File: src/rtl/muldiv_controller_if.sv
// Execute-side request/response handshake and the shared multiplier/divider unit
// handshake seen by muldiv_controller, bundled into one interface.
interface muldiv_controller_if;
    logic        req_valid;
    logic        req_ready;
    logic [2:0]  req_funct3;
    logic [31:0] req_rs1;
    logic [31:0] req_rs2;
    logic        flush;
    logic        resp_valid;
    logic [31:0] resp_data;
    logic        stall;
    logic        timeout_err;
    logic        Run;
    logic        div;
    logic [32:0] opA;
    logic [32:0] opB;
    logic [32:0] Aval;
    logic [32:0] Bval;
    logic        ready;
    logic        X;

    modport master (
        output req_valid, req_funct3, req_rs1, req_rs2, flush, Aval, Bval, ready, X,
        input  req_ready, resp_valid, resp_data, stall, timeout_err, Run, div, opA, opB
    );

    // X is a spare unit output that the controller never looks at.
    modport slave (
        input  req_valid, req_funct3, req_rs1, req_rs2, flush, Aval, Bval, ready,
        output req_ready, resp_valid, resp_data, stall, timeout_err, Run, div, opA, opB
    );
endinterface

File: src/rtl/muldiv_controller.sv
// Sequences RV32M ops onto the shared 33-bit multiply/divide unit: operand extension,
// early divide results, start/wait/result handshake, flush draining and a wait watchdog.
module muldiv_controller #(
    parameter int unsigned WAIT_LIMIT = 64
) (
    input  logic               clk_i,
    input  logic               reset_i,
    muldiv_controller_if.slave bus
);
    localparam int unsigned      CNT_W    = $clog2(WAIT_LIMIT + 1);
    localparam logic [CNT_W-1:0] CNT_LAST = CNT_W'(WAIT_LIMIT - 1);

    typedef enum logic [2:0] {
        S_IDLE  = 3'd0,
        S_ISSUE = 3'd1,
        S_WAIT  = 3'd2,
        S_DONE  = 3'd3,
        S_DRAIN = 3'd4
    } state_e;

    state_e           state_q;
    logic [2:0]       f3_q;
    logic [32:0]      opa_q;
    logic [32:0]      opb_q;
    logic             div_q;
    logic             run_q;
    logic             stall_q;
    logic             req_ready_q;
    logic             resp_valid_q;
    logic [31:0]      res_q;
    logic [31:0]      out_q;
    logic             timeout_q;
    logic [CNT_W-1:0] wd_cnt_q;

    logic [32:0]      opa_d;
    logic [32:0]      opb_d;
    logic [31:0]      special_res_d;
    logic [31:0]      unit_res_d;
    logic             div_zero_s;
    logic             ovf_s;
    logic             special_s;
    logic             accept_s;
    logic             wd_expire_s;
    logic             resp_fire_s;

    function automatic logic sign_ext_a(input logic [2:0] f3);
        logic s;
        case (f3)
            3'b000, 3'b001, 3'b010, 3'b100, 3'b110: s = 1'b1;
            default:                                s = 1'b0;
        endcase
        return s;
    endfunction

    function automatic logic sign_ext_b(input logic [2:0] f3);
        logic s;
        case (f3)
            3'b000, 3'b001, 3'b100, 3'b110: s = 1'b1;
            default:                        s = 1'b0;
        endcase
        return s;
    endfunction

    // High-half products live across the Aval/Bval boundary of the 66-bit result.
    function automatic logic [31:0] select_result(input logic [2:0] f3,
                                                  input logic [32:0] a,
                                                  input logic [32:0] b);
        logic [31:0] r;
        case (f3)
            3'b000, 3'b100, 3'b101: r = b[31:0];
            3'b001, 3'b010, 3'b011: r = {a[30:0], b[32]};
            3'b110, 3'b111:         r = a[31:0];
            default:                r = 32'h0000_0000;
        endcase
        return r;
    endfunction

    // Operand extension and early-result detection for the request on offer.
    always_comb begin
        opa_d      = {sign_ext_a(bus.req_funct3) & bus.req_rs1[31], bus.req_rs1};
        opb_d      = {sign_ext_b(bus.req_funct3) & bus.req_rs2[31], bus.req_rs2};
        div_zero_s = bus.req_funct3[2] && (bus.req_rs2 == 32'h0000_0000);
        ovf_s      = bus.req_funct3[2] && !bus.req_funct3[0] &&
                     (bus.req_rs1 == 32'h8000_0000) && (bus.req_rs2 == 32'hFFFF_FFFF);
        special_s  = div_zero_s || ovf_s;
        if (div_zero_s) begin
            special_res_d = bus.req_funct3[1] ? bus.req_rs1 : 32'hFFFF_FFFF;
        end else if (ovf_s) begin
            special_res_d = bus.req_funct3[1] ? 32'h0000_0000 : 32'h8000_0000;
        end else begin
            special_res_d = 32'h0000_0000;
        end
        unit_res_d  = select_result(f3_q, bus.Aval, bus.Bval);
        accept_s    = (state_q == S_IDLE) && bus.req_valid && !bus.flush;
        wd_expire_s = (wd_cnt_q == CNT_LAST);
    end

    // A flush landing in DONE cancels the response, so resp_data keeps the last delivered value.
    assign resp_fire_s     = resp_valid_q && !bus.flush;
    assign bus.resp_valid  = resp_fire_s;
    assign bus.resp_data   = resp_fire_s ? res_q : out_q;
    assign bus.req_ready   = req_ready_q;
    assign bus.stall       = stall_q;
    assign bus.Run         = run_q;
    assign bus.div         = div_q;
    assign bus.opA         = opa_q;
    assign bus.opB         = opb_q;
    assign bus.timeout_err = timeout_q;

    // Controller FSM with registered handshake outputs and wait watchdog.
    always_ff @(posedge clk_i) begin
        if (reset_i) begin
            state_q      <= S_IDLE;
            f3_q         <= 3'b000;
            opa_q        <= 33'h0_0000_0000;
            opb_q        <= 33'h0_0000_0000;
            div_q        <= 1'b0;
            run_q        <= 1'b0;
            stall_q      <= 1'b0;
            req_ready_q  <= 1'b1;
            resp_valid_q <= 1'b0;
            res_q        <= 32'h0000_0000;
            out_q        <= 32'h0000_0000;
            timeout_q    <= 1'b0;
            wd_cnt_q     <= '0;
        end else begin
            run_q        <= 1'b0;
            resp_valid_q <= 1'b0;
            case (state_q)
                S_IDLE: begin
                    if (accept_s) begin
                        f3_q        <= bus.req_funct3;
                        opa_q       <= opa_d;
                        opb_q       <= opb_d;
                        div_q       <= bus.req_funct3[2];
                        req_ready_q <= 1'b0;
                        stall_q     <= 1'b1;
                        wd_cnt_q    <= '0;
                        if (special_s) begin
                            state_q      <= S_DONE;
                            res_q        <= special_res_d;
                            resp_valid_q <= 1'b1;
                        end else begin
                            state_q <= S_ISSUE;
                            run_q   <= 1'b1;
                        end
                    end else begin
                        state_q <= S_IDLE;
                    end
                end
                S_ISSUE: begin
                    if (bus.flush) begin
                        state_q <= S_DRAIN;
                        stall_q <= 1'b0;
                    end else begin
                        state_q <= S_WAIT;
                    end
                end
                S_WAIT: begin
                    if (bus.ready) begin
                        if (bus.flush) begin
                            state_q     <= S_IDLE;
                            stall_q     <= 1'b0;
                            req_ready_q <= 1'b1;
                        end else begin
                            state_q      <= S_DONE;
                            res_q        <= unit_res_d;
                            resp_valid_q <= 1'b1;
                        end
                    end else if (wd_expire_s) begin
                        timeout_q <= 1'b1;
                        if (bus.flush) begin
                            state_q     <= S_IDLE;
                            stall_q     <= 1'b0;
                            req_ready_q <= 1'b1;
                        end else begin
                            state_q      <= S_DONE;
                            res_q        <= 32'h0000_0000;
                            resp_valid_q <= 1'b1;
                        end
                    end else begin
                        wd_cnt_q <= wd_cnt_q + CNT_W'(1);
                        if (bus.flush) begin
                            state_q <= S_DRAIN;
                            stall_q <= 1'b0;
                        end else begin
                            state_q <= S_WAIT;
                        end
                    end
                end
                S_DONE: begin
                    state_q     <= S_IDLE;
                    stall_q     <= 1'b0;
                    req_ready_q <= 1'b1;
                    if (!bus.flush) begin
                        out_q <= res_q;
                    end else begin
                        out_q <= out_q;
                    end
                end
                S_DRAIN: begin
                    if (bus.ready || wd_expire_s) begin
                        state_q     <= S_IDLE;
                        req_ready_q <= 1'b1;
                        timeout_q   <= timeout_q | (wd_expire_s & ~bus.ready);
                    end else begin
                        wd_cnt_q <= wd_cnt_q + CNT_W'(1);
                    end
                end
                default: begin
                    state_q     <= S_IDLE;
                    stall_q     <= 1'b0;
                    req_ready_q <= 1'b1;
                end
            endcase
        end
    end
endmodule

File: src/flat_wrapper.sv
// flat-port wrapper written by rule: the top's interface ports become plain ports
module muldiv_controller_flat 
#(
    parameter int unsigned WAIT_LIMIT = 64
)
  (clk_i, reset_i, bus_req_valid, bus_req_funct3, bus_req_rs1, bus_req_rs2, bus_flush, bus_Aval, bus_Bval, bus_ready, bus_req_ready, bus_resp_valid, bus_resp_data, bus_stall, bus_timeout_err, bus_Run, bus_div, bus_opA, bus_opB);
  muldiv_controller_if bus_i ();
  input  logic clk_i;
  input  logic reset_i;
  input wire logic [$bits(bus_i.req_valid)-1:0] bus_req_valid;
  input wire logic [$bits(bus_i.req_funct3)-1:0] bus_req_funct3;
  input wire logic [$bits(bus_i.req_rs1)-1:0] bus_req_rs1;
  input wire logic [$bits(bus_i.req_rs2)-1:0] bus_req_rs2;
  input wire logic [$bits(bus_i.flush)-1:0] bus_flush;
  input wire logic [$bits(bus_i.Aval)-1:0] bus_Aval;
  input wire logic [$bits(bus_i.Bval)-1:0] bus_Bval;
  input wire logic [$bits(bus_i.ready)-1:0] bus_ready;
  output wire logic [$bits(bus_i.req_ready)-1:0] bus_req_ready;
  output wire logic [$bits(bus_i.resp_valid)-1:0] bus_resp_valid;
  output wire logic [$bits(bus_i.resp_data)-1:0] bus_resp_data;
  output wire logic [$bits(bus_i.stall)-1:0] bus_stall;
  output wire logic [$bits(bus_i.timeout_err)-1:0] bus_timeout_err;
  output wire logic [$bits(bus_i.Run)-1:0] bus_Run;
  output wire logic [$bits(bus_i.div)-1:0] bus_div;
  output wire logic [$bits(bus_i.opA)-1:0] bus_opA;
  output wire logic [$bits(bus_i.opB)-1:0] bus_opB;
  assign bus_i.req_valid = bus_req_valid;
  assign bus_i.req_funct3 = bus_req_funct3;
  assign bus_i.req_rs1 = bus_req_rs1;
  assign bus_i.req_rs2 = bus_req_rs2;
  assign bus_i.flush = bus_flush;
  assign bus_i.Aval = bus_Aval;
  assign bus_i.Bval = bus_Bval;
  assign bus_i.ready = bus_ready;
  assign bus_req_ready = bus_i.req_ready;
  assign bus_resp_valid = bus_i.resp_valid;
  assign bus_resp_data = bus_i.resp_data;
  assign bus_stall = bus_i.stall;
  assign bus_timeout_err = bus_i.timeout_err;
  assign bus_Run = bus_i.Run;
  assign bus_div = bus_i.div;
  assign bus_opA = bus_i.opA;
  assign bus_opB = bus_i.opB;
  muldiv_controller #(.WAIT_LIMIT(WAIT_LIMIT)) u_core (.clk_i(clk_i), .reset_i(reset_i), .bus(bus_i));
endmodule
File: config.mk
export PLATFORM = sky130hd
export DESIGN_NAME = muldiv_controller_flat
export DESIGN_NICKNAME = d
export VERILOG_FILES = /design/src/rtl/muldiv_controller_if.sv /design/src/rtl/muldiv_controller.sv /design/src/flat_wrapper.sv
export SDC_FILE = /design/constraint.sdc
export NUM_CORES = 1
export LEC_CHECK = 0
export BUFFER_PORTS_ARGS = -buffer_cell sky130_fd_sc_hd__buf_2
export CAP_MARGIN = 40
export CORE_MARGIN = 8
export CORE_UTILIZATION = 25
export CTS_CLUSTER_DIAMETER = 30
export DETAILED_ROUTE_END_ITERATION = 12
export HOLD_SLACK_MARGIN = 0.06
export PLACE_DENSITY = 0.51
export SYNTH_ARGS = -nofsm -noshare
export SYNTH_HDL_FRONTEND = slang
export SYNTH_SLANG_ARGS = --single-unit
File: constraint.sdc
create_clock -name clk_i -period 2.5 [get_ports clk_i]
set_input_delay 0.125 -clock clk_i [delete_from_list [all_inputs] [get_ports clk_i]]
set_output_delay 0.125 -clock clk_i [all_outputs]
set_load 0.01 [all_outputs]
==> results.py <==
metrics = {
    "floorplanning": {
        "die_area_mm2": 0.03399,
        "start_util": 0.2544,
        "row_count": 61,
        "die_y_um": 184.4,
        "die_x_um": 184.4,
        "coreArea_mm2": 0.02786,
        "num_io_pins": 242,
    },
    "worst_setup_path": {
        "worstSetupStartpointType": "input port",
        "cp-startpoint": "bus_req_rs1[26]",
        "crit_fanout": 16,
        "cp.arrival_ps": 2700,
        "reg2reg_from": "u_core.wd_cnt_q[1]",
        "crit_type": "input port to register",
        "critical_path_required_ps": 2790,
        "end_kind": "register",
    },
    "layout": {
        "area_delta_synth_final_pct": 41.03,
        "finish.utilization": 0.3588,
        "layout.nets": 1314,
        "drive_gt1_frac": 0.2980,
        "finalNonFillerCells": 1567,
    },
    "synthesis": {
        "postSynthCellCount": 900,
        "synth_top_area_cell": "dfxtp_1",
        "synth_top_area_share": 0.4181,
        "synth_edf_count": 0,
        "ys_ff_latch": 148,
        "yosys.cell_types.count": 44,
        "synth.avg_cell_area_um2": 7.874,
        "synth_area_leaders": "dfxtp_1 42%, nand2_1 13%, a21oi_1 12%",
        "synthesis.area_mm2": 0.007087,
        "ys_warn_count": 0,
        "syn-num-nets": 1039,
        "ys_seq_area_frac": 0.4181,
        "synthFlopType": "dfxtp_1",
        "async_flop_share": 0,
    },
    "global_route": {
        "grt_use_total": 0.1647,
        "overflow": 0,
        "grt_pass1_vias": 7493,
        "antenna_found_initial": 1,
        "grt_pass1_wl_um": 43720,
        "grt_max_degree": 58,
    },
    "detailed_routing": {
        "drtAntennaViolNets": 0,
        "routedWlPerCell_um": 18.51,
        "drt_iter0_markers": 437,
        "remaining_drc_errors": 0,
        "dr.pass1.iters": 5,
        "vias_per_cell": 4.853,
        "detail_route.wirelength_um": 29010,
        "vias": 7605,
    },
    "place": {
        "pre_cts_ws_ps": 41.09,
        "place_inst": 1466,
        "gp_congestion": 0.8112,
        "port_buffers": 240,
        "hpwl_um": 20950,
    },
    "clock_network": {
        "cts_tree": "done",
        "htreeDepth": 4,
        "clockBufferDepth": 2,
        "cts_buffers": 17,
        "clock_latency_ps": 430,
        "path_clk_slew_ps": 60,
        "cts.sinks": 148,
        "root_buffer": "clkbuf_16",
    },
    "timing": {
        "whs_ps": 94.40,
        "fin_crit_sh": 0.9619,
        "fin_crit_ps": 2405,
        "setup_slack_ps": 95.32,
        "grt_setup_unrepaired": "true",
        "worst_pin_slew_ps": 730.7,
        "slew_violations": 0,
        "max_freq_ghz": 0.4159,
        "fin_worst_skew_ps": 11.21,
        "maxSlewHeadroom": 0.5129,
        "setup_violations": 0,
        "finalHoldViolations": 0,
    },
    "job": {
        "maxCapViolCount": 0,
    },
    "worst_hold_path": {
        "hold_class": "input port to register",
        "hp-start": "bus_ready",
    },
    "power": {
        "power_density_mw_per_mm2": 591.5,
        "leakage_nw": 3.999,
        "max-vdd-ir-drop_mv": 0.3843,
    },
    "status": {
        "outcome": "finished, final reports clean",
    },
}
[metal layers]
metal / up-vias / routed length (um) / track usage
li1: 3725 / - / -
met1: 3580 / 13060 / 0.2176
met2: 271 / 13310 / 0.2562
met3: 29 / 2107 / 0.04568
met4: 0 / 535 / 0.05195
met5: - / 0 / 0
[logic make-up after synthesis]
| group | synth area share |
|---|---|
| simple gates | 0.2184 |
| compound gates | 0.2493 |
| flops | 0.4181 |
| buf+inv | 0.05244 |
| mux | 0.05385 |
| xor+xnor | 0.006179 |
| fa+ha+maj | 0.001765 |
[synth_stat cells (all sizes together) (5+ instances only)]
library cell and number:
nor2 15, buf 18, nand3 10, dfxtp 148, a22oi 32, a21oi 169
mux2 33, nand4 10, nand2 242, nor3 8, clkbuf 60, xor2 5
a211oi 65, nand2b 31, nor4 11, o21ai 7
[cells in the final DEF, fill, tap and decap left out, types with 3 or more instances in the layout]
cell type,n
a21oi_1,169
clkinvlp_4,4
xor2_1,5
nand3_1,9
inv_1,3
nand2_1,242
nor4_1,9
buf_12,5
nand4_1,10
buf_4,22
nor2_1,13
mux2_2,33
and2_1,3
clkbuf_1,3
a22oi_1,32
nand2b_1,31
dlygate4sd3_1,67
inv_6,3
nor3_1,7
or4_1,3
o21ai_0,5
a211oi_1,52
buf_2,239
a211oi_2,13
bufinv_16,3
dfxtp_1,148
clkbuf_16,17
[power by group]
| part | internal [mW] | total [mW] | switching, mW |
|---|---|---|---|
| Clock | 1.63 | 2.71 | 1.08 |
| Combinational | 0.310 | 0.736 | 0.427 |
| Sequential | 2.42 | 2.46 | 0.0370 |
[path summary, 6_finish.rpt]
| kind | to | slack, ps | cells after the start |
|---|---|---|---|
| max reg2reg | u_core.res_q[23] | 440 | 7 |
| min reg2reg | u_core.out_q[5] | 450 | 2 |
| max | u_core.res_q[11] | 100 | 8 |
| min | u_core.bus.timeout_err | 90 | 4 |
[registers in the layout (all words and copies together) (netlist names)]
signal / cells
u_core.res_q: 32
u_core.bus.stall: 1
u_core.bus.timeout_err: 1
u_core.bus.opA: 33
u_core.out_q: 32
u_core.f3_q: 2
u_core.bus.opB: 33
u_core.wd_cnt_q: 7
u_core.resp_valid_q: 1
u_core.bus.Run: 1
u_core.bus.div: 1
u_core.bus.req_ready: 1
u_core.state_q: 3
[critical path, stage by stage]
cell	delay (ps)
dlygate4sd3_1	540
buf_2	140
or4b_1	580
nor4b_2	270
nand4_1	180
o21ai_4	250
a21o_2	460
a211oi_1	130
[through the flow]
step | setup TNS [ps] | instance area (um^2) | power (mW)
after CTS | 0 | 9965 | 5.971
after global placement | 0 | 8683 | 3.162
after floorplan | 0 | 7087 | 2.824
after global routing | -411.3 | 9995 | 6.142
after detailed placement | 0 | 8683 | 3.165
final | 0 | 9995 | 5.912
[what timing repair did]
item,in CTS,in global routing
hold buffers,67,0
setup endpoints to repair,0,33
gates resized for setup,0,3
buffers inserted,0,0
hold endpoints to repair,69,0
[final cells by class]
class	count	area, um^2
multi-input combinational	672	3802
inverter	3	11.26
tap	378	473.0
clock inverter	10	146.4
fill	2913	17860
clock buffer	22	464.2
antenna	1	2.502
sequential	148	2963
timing repair buffer	333	2132
(Power assumes the default switching activity.)
